**src/rtl/sar_pkg.sv**
```systemverilog
// Shared types and defaults for the successive-approximation ADC controller.
package sar_pkg;

    localparam int SAR_SIZE_DEFAULT = 8;

    typedef enum logic [2:0] {
        IDLE,
        SAMPLE,
        SETTLE,
        DECIDE,
        DONE
    } sar_state_t;

endpackage

```
**src/rtl/cmp_sync.sv**
```systemverilog
// Two-flop synchronizer bringing the asynchronous comparator output into clk.
module cmp_sync (
    input  logic clk,
    input  logic rst,
    input  logic d,
    output logic q
);

    logic meta_reg;
    logic sync_reg;

    always_ff @(posedge clk) begin
        if (rst) begin
            meta_reg <= 1'b0;
            sync_reg <= 1'b0;
        end else begin
            meta_reg <= d;
            sync_reg <= meta_reg;
        end
    end

    assign q = sync_reg;

endmodule

```
**src/rtl/sar_ctrl.sv**
```systemverilog
// SAR conversion sequencer: sample, then per bit (MSB first) settle the DAC
// trial code and decide the bit from the synchronized comparator.
module sar_ctrl
    import sar_pkg::*;
#(
    parameter int SIZE = SAR_SIZE_DEFAULT
) (
    input  logic            clk,
    input  logic            rst,
    input  logic            start,
    input  logic            cmp,
    input  logic [3:0]      sample_cyc,
    input  logic [3:0]      settle_cyc,
    output logic            sample,
    output logic [SIZE-1:0] dac_code,
    output logic            busy,
    output logic            done,
    output logic [SIZE-1:0] data,
    output logic            overrun
);

    localparam int IDX_W = (SIZE > 1) ? $clog2(SIZE) : 1;

    sar_state_t       state_reg, state_next;
    logic             start_q_reg;
    logic             rst_q_reg;
    logic [4:0]       cnt_reg, cnt_next;
    logic [IDX_W-1:0] bit_reg, bit_next;
    logic [SIZE-1:0]  code_reg, code_next;
    logic [SIZE-1:0]  data_reg, data_next;
    logic [3:0]       settle_len_reg, settle_len_next;
    logic             overrun_reg, overrun_next;
    logic             cmp_s;
    logic             start_edge;

    cmp_sync u_cmp_sync (
        .clk (clk),
        .rst (rst),
        .d   (cmp),
        .q   (cmp_s)
    );

    // The cycle right after reset is blanked so a start level held through
    // reset release is not mistaken for a fresh edge.
    assign start_edge = start & ~start_q_reg & ~rst_q_reg;

    always_ff @(posedge clk) begin
        if (rst) begin
            state_reg      <= IDLE;
            start_q_reg    <= 1'b0;
            rst_q_reg      <= 1'b1;
            cnt_reg        <= '0;
            bit_reg        <= '0;
            code_reg       <= '0;
            data_reg       <= '0;
            settle_len_reg <= '0;
            overrun_reg    <= 1'b0;
        end else begin
            state_reg      <= state_next;
            start_q_reg    <= start;
            rst_q_reg      <= 1'b0;
            cnt_reg        <= cnt_next;
            bit_reg        <= bit_next;
            code_reg       <= code_next;
            data_reg       <= data_next;
            settle_len_reg <= settle_len_next;
            overrun_reg    <= overrun_next;
        end
    end

    always_comb begin
        state_next      = state_reg;
        cnt_next        = cnt_reg;
        bit_next        = bit_reg;
        code_next       = code_reg;
        data_next       = data_reg;
        settle_len_next = settle_len_reg;
        overrun_next    = start_edge && (state_reg != IDLE);

        case (state_reg)
            IDLE: begin
                if (start_edge) begin
                    state_next      = SAMPLE;
                    cnt_next        = {1'b0, sample_cyc};
                    settle_len_next = settle_cyc;
                    code_next       = '0;
                end
            end
            SAMPLE: begin
                if (cnt_reg == 5'd0) begin
                    state_next            = SETTLE;
                    bit_next              = IDX_W'(SIZE - 1);
                    code_next             = '0;
                    code_next[SIZE-1]     = 1'b1;
                    cnt_next              = {1'b0, settle_len_reg} + 5'd1;
                end else begin
                    cnt_next = cnt_reg - 5'd1;
                end
            end
            SETTLE: begin
                // Loaded with settle+1 so the synchronizer sees two stable edges.
                if (cnt_reg == 5'd0) begin
                    state_next = DECIDE;
                end else begin
                    cnt_next = cnt_reg - 5'd1;
                end
            end
            DECIDE: begin
                code_next[bit_reg] = cmp_s;
                if (bit_reg == '0) begin
                    state_next = DONE;
                    data_next  = code_next;
                end else begin
                    state_next                      = SETTLE;
                    bit_next                        = bit_reg - IDX_W'(1);
                    code_next[bit_reg - IDX_W'(1)]  = 1'b1;
                    cnt_next                        = {1'b0, settle_len_reg} + 5'd1;
                end
            end
            DONE: begin
                state_next = IDLE;
            end
            default: begin
                state_next = IDLE;
            end
        endcase
    end

    assign sample   = (state_reg == SAMPLE);
    assign busy     = (state_reg != IDLE);
    assign done     = (state_reg == DONE);
    assign dac_code = code_reg;
    assign data     = data_reg;
    assign overrun  = overrun_reg;

endmodule

```
**config.mk**
```make
export PLATFORM = sky130hd
export DESIGN_NAME = sar_ctrl
export DESIGN_NICKNAME = d
export VERILOG_FILES = /design/src/rtl/sar_pkg.sv /design/src/rtl/cmp_sync.sv /design/src/rtl/sar_ctrl.sv
export SDC_FILE = /design/constraint.sdc
export NUM_CORES = 1
export LEC_CHECK = 0
export ABC_CLOCK_PERIOD_IN_PS = 2800
export BUFFER_PORTS_ARGS = -buffer_cell sky130_fd_sc_hd__buf_2
export CAP_MARGIN = 30
export CORE_MARGIN = 2
export CORE_UTILIZATION = 59
export CTS_CLUSTER_DIAMETER = 40
export DETAILED_ROUTE_END_ITERATION = 8
export GPL_TIMING_DRIVEN = 0
export PLACE_DENSITY = 0.83
export SETUP_SLACK_MARGIN = 0.1
export SKIP_CTS_REPAIR_TIMING = 1
export SLEW_MARGIN = 20
export SYNTH_ARGS = -nofsm -noshare
export SYNTH_HDL_FRONTEND = slang
export SYNTH_SLANG_ARGS = --single-unit
```
**constraint.sdc**
```tcl
create_clock -name clk -period 2.8 [get_ports clk]
set_clock_uncertainty 0.05 [all_clocks]
set_input_delay 0.56 -clock clk [delete_from_list [all_inputs] [get_ports clk]]
set_output_delay 0.56 -clock clk [all_outputs]
set_load 0.005 [all_outputs]
```
* Word-level counts from Yosys, hierarchy flattened
Cells that the tools add are included.
Widths: inputs -> output; s select.
** Word-level totals
- Input port bits :: 12
- Word-level logic and storage cells :: 71
- Register bits :: 36
** Operators by class
- Bitwise logic cells :: 5
- Add/sub/neg operators :: 3
- $lt $le $gt $ge :: 4
- Mux-type cells :: 23
- Reduce and logical (&&, ||, !) cells :: 16
- Eq/ne operators :: 9
** Operators with widths (number)
- $mux 8 :: 3
- $pmux 8 s3 :: 1
- $mux 5 :: 4
- $pmux 5 s4 :: 1
- $mux 3 :: 6
- $pmux 3 s4 :: 1
- $reduce_and 3->1 :: 3
- $bwmux 8 :: 1
- $lt 3x4->1 const B :: 2
- $ne 2x2->1 const B :: 4
- $or 8x8->8 :: 1
- $demux 1 s3 :: 2
- $eq 3x2->1 const B :: 2
- $ge 3x1->1 const B :: 2
- $logic_not 3->1 :: 2
- $pmux 3 s2 :: 1
- $reduce_bool 3->1 :: 2
- $add 4x1->5 const B :: 1
- $logic_not 5->1 :: 1
- $sub 5x1->5 const B :: 1
- $reduce_and 2->1 :: 2
- $reduce_and 4->1 :: 1
- $reduce_bool 4->1 :: 1
- $eq 3x1->1 const B :: 1
- 8 further kinds :: 14

* Depth between registers and ports, before layout
- Depth after elaboration :: 8
- Mapped depth :: 7

* Modules after synthesis
From an unflattened synthesis, not the netlist that was laid out.
** Second synthesis, totals
- Cells, all modules :: 210
- Area, all modules :: 1896.8 um^2
** By module, submodules not included
- sar_ctrl :: area each 1844.3 um^2, seq. area each 680.7 um^2, instances 1, cells an instance 206
- cmp_sync :: area each 52.6 um^2, seq. area each 40.0 um^2, instances 1, cells an instance 4

* Least setup slack after synthesis
OpenSTA, ideal clock, no wires.
- Kind :: input-to-reg
- Start point :: in start
- End point :: reg cnt_reg[1]
- Setup time :: 0.131 ns
- Setup slack :: 0.943 ns
- Required time :: 2.619 ns
- Arrival :: 1.676 ns
- Path buffers :: 0
- Cell stages on the path :: 5
- Cells stage by stage :: nor3b_1 > nor3_1 > a211oi_2 > o2111a_1 > nor3_1
** On the way
- Longest elaborated chain between the ends :: 4
** Ends and longest elaborated chain
- start: declaration :: line sar_ctrl.sv:10 : input logic start,
- $and 1x1->1 (2 in series) :: line sar_ctrl.sv:45 : assign start_edge = start & ~start_q_reg & ~rst_q_reg;
- $ne 2x2->1 (no line)
- $reduce_and 4->1 (no line)
- end signal: assignment :: line sar_ctrl.sv:62 : cnt_reg <= cnt_next;
- end: declaration :: line sar_ctrl.sv:27 : logic [4:0] cnt_reg, cnt_next;
No other way between the ends.
A chain may end at the register's enable or synchronous reset.

* Worst setup path in the final report
- Start point :: reg cnt_reg[0]
- End point :: reg code_reg[4], in the netlist dac_code[4]
** On the way
- Longest elaborated chain between the ends :: 3
** Ends and longest elaborated chain
- $logic_not 5->1 :: line sar_ctrl.sv:90 : if (cnt_reg == 5'd0) begin
- $ne 2x1->1 (no line)
- $reduce_and 3->1 (no line)
- end signal: assignment :: line sar_ctrl.sv:64 : code_reg <= code_next;
- end: declaration :: line sar_ctrl.sv:29 : logic [SIZE-1:0] code_reg, code_next;
No other way between the ends.

==> impl_metrics.env <==
export IMPL_status="completed"
export IMPL_wire_per_inst_um=14.4
export IMPL_vias=1738
export IMPL_fp_dieW_um=60.3
export IMPL_netlist_area_um2=1870
export IMPL_clockBufferDepth=2
export IMPL_synthXorXnorAreaFrac_pct=2.34
export IMPL_yosysWarnings=0
export IMPL_clock_sinks=36
export IMPL_power_density_nw_per_um2=852
export IMPL_fin_util_pct=72.0
export IMPL_initial_core_util_pct=61.8
export IMPL_grt_pass1_wl_um=7220
export IMPL_place_congestion=0.957
export IMPL_max_freq_mhz=454
export IMPL_rows=20
export IMPL_viasPerCell=5.74
export IMPL_port_buffers=31
export IMPL_fin_hold_ws_ns=0.357
export IMPL_r2r_start="cnt_reg[0]"
export IMPL_insertion_delay_ns=0.34
export IMPL_grt_pass1_vias=1561
export IMPL_reg2regPathDepth=6
export IMPL_hold_viol_final=0
export IMPL_grt_util_all_layers_pct=26.8
export IMPL_drtPass1Iterations=4
export IMPL_cp_slowest_cell="or4b_4"
export IMPL_cp_max_fo=8
export IMPL_core_um2=3030
export IMPL_tightestPinTransition_ns=0.577
export IMPL_finalPower_mw=1.86
export IMPL_fp_dieH_um=60.3
export IMPL_cp_cell_sequence="inv_1, ha_1, or4b_4, a21oi_2, nor2b_1, a22o_1"
export IMPL_ys_ff_latch=36
export IMPL_hold_path_class="input port to flip-flop"
export IMPL_slowest_delay_ns=0.54
export IMPL_drv_slew=0
export IMPL_dieArea_um2=3640
export IMPL_muxShareOfSynthArea_pct=8.83
export IMPL_max_vdd_ir_drop_mv=0.498
export IMPL_dp_hpwl_um=3160
export IMPL_period_minus_slack_ns=2.20
export IMPL_cts_tree="built"
export IMPL_worstPathArrival_ns=2.39
export IMPL_synth_top_family_by_area="simple AND/OR/NAND/NOR gates"
export IMPL_grt_overflow=0
export IMPL_hold_depth=1
export IMPL_cp_start_kind="flip-flop"
export IMPL_antennaDiodeCount=0
export IMPL_drc=0
export IMPL_required_ns=2.99
export IMPL_postSynthAreaPerCell_um2=8.54
export IMPL_grt_max_degree=12
export IMPL_clk_pin_slew_worst_paths_ns=0.11
export IMPL_ys_types=44
export IMPL_drtIter0Drc=97
export IMPL_antenna_found_initial=0
export IMPL_setup_viol=0
export IMPL_cts_buffers=5
export IMPL_min_period_over_period_pct=78.7
export IMPL_cp_end_kind="flip-flop"
export IMPL_synth_simple_gate_area_share_pct=23.1
export IMPL_area_growth_pct=16.6
export IMPL_synth_fp_nets=235
export IMPL_io_pins=32
export IMPL_p_leak_nw=0.943
export IMPL_cts_root_buf="clkbuf_4"
export IMPL_drive_gt1_share_pct=20.1
export IMPL_drtAntennaViolNets=0
export IMPL_max_slew_margin_pct=61.5
export IMPL_yosys_area_share_adder_pct=2.68
export IMPL_worstHoldStart="rst"
export IMPL_routed_wl_um=4370
export IMPL_maxCapViolCount=0
export IMPL_yosysSeqAreaShare_pct=38.5
export IMPL_final_nets=274
export IMPL_synth_compound_area_share_pct=19.9
export IMPL_htree_levels=2
export IMPL_fin_setup_tns_ns=0
export IMPL_crit_type="flip-flop to flip-flop"
export IMPL_startpoint="cnt_reg[0]"
export IMPL_rsz0062_at_grt="no"
export IMPL_netlist_instances=219
## worst paths after layout
check / slack, ns / end
worst min-delay path: 0.36 / rst_q_reg
worst min register to register: 0.41 / u_cmp_sync.q
worst max-delay path: 0.60 / dac_code[4]
worst max register to register: 0.60 / dac_code[4]
## synthesized netlist by cell type
cell / count / area share [%]
dfxtp_1: 36 / 39
nor2_1: 25 / 5.0
mux2i_1: 15 / 8.0
o21ai_0: 15 / 4.0
nor3_1: 13 / 3.5
a21oi_1: 11 / 2.9
nand2_1: 10 / 2.0
a211oi_1: 8 / 3.2
inv_1: 8 / 1.6
nand3_1: 8 / 2.1
clkbuf_1: 7 / 1.4
nor2b_1: 7 / 2.3
a22o_1: 6 / 2.8
ha_1: 4 / 2.7
xnor2_1: 4 / 1.9
and3_1: 3 / 1.0
nand2b_1: 3 / 1.0
nand3b_1: 3 / 1.2
nor3b_1: 3 / 1.2
a22oi_1: 2 / 0.80
buf_2: 2 / 0.54
buf_4: 2 / 0.80
nand4_1: 2 / 0.67
or3_1: 2 / 0.67
a211oi_2: 1 / 0.67
a21oi_2: 1 / 0.47
a221oi_2: 1 / 0.80
a311oi_1: 1 / 0.47
a31oi_1: 1 / 0.33
a41o_1: 1 / 0.54
and4b_1: 1 / 0.54
buf_1: 1 / 0.20
mux2_4: 1 / 0.80
nor2_2: 1 / 0.33
nor4b_1: 1 / 0.47
o2111a_1: 1 / 0.60
o211ai_1: 1 / 0.40
o21ba_2: 1 / 0.54
o31a_1: 1 / 0.47
o31ai_1: 1 / 0.40
o32ai_1: 1 / 0.47
or2_2: 1 / 0.33
or4b_4: 1 / 0.74
xor2_1: 1 / 0.47
## metrics by stage
step,worst slack [ns],area (µm²),instances
finish,0.597,2180,303
global route,0.472,2180,303
CTS,0.645,2180,302
detailed placement,0.538,2080,294
global placement,0.567,2080,294
floorplan,0.943,1870,219
## power by group
part / switching, mW / internal, mW / total, mW
Clock: 0.172 / 0.237 / 0.409
Combinational: 0.490 / 0.321 / 0.811
Sequential: 0.0643 / 0.573 / 0.637
Total: 0.727 / 1.13 / 1.86
## logic make-up after synthesis
| family | Yosys count |
|---|---|
| DFF | 36 |
| adders and majority gates | 4 |
| muxes | 16 |
| AOI/OAI and AO/OA | 54 |
| xor gates and xnor gates | 5 |
| buffers and inverters | 20 |
| and+or+nand+nor | 84 |
## area by class of cell
class                           instances  area (µm²)
Multi-Input combinational cell        163        1060
Buffer                                 12        55.1
Sequential cell                        36         721
Clock inverter                          1        30.0
Fill cell                             264         847
Clock buffer                            7        65.1
Inverter                                8        30.0
Timing Repair Buffer                   32         160
Tap cell                               44        55.1
## worst max-delay path: cells and delay by family (launching register included)
family	cells	cell delay (ns)
and+or+nand+nor	2	0.75
AOI/OAI and AO/OA	2	0.65
DFF	1	0.35
adders and majority gates	1	0.22
buffers and inverters	1	0.07
## layout by cell type (no fill, tap or decap), types with 4 or more instances in the layout
master     n
a21oi_1   11
xnor2_1    4
nor2b_1    7
buf_2     33
clkbuf_4   5
o21ai_0   15
nand3_1    8
a211oi_1   8
dfxtp_1   36
nand2_1   10
inv_1      8
ha_1       4
mux2i_1   15
a22o_1     6
clkbuf_1   7
nor2_1    25
nor3_1    13
## metal layers
layer / vias up / wire [µm] / global-route usage [%]
met5: - / 0 / 0
met4: 0 / 47 / 7.62
met3: 5 / 297 / 5.84
met2: 69 / 1990 / 42.2
met1: 795 / 2040 / 36.9
li1: 869 / - / -
Power figures use the tool's default switching activity.
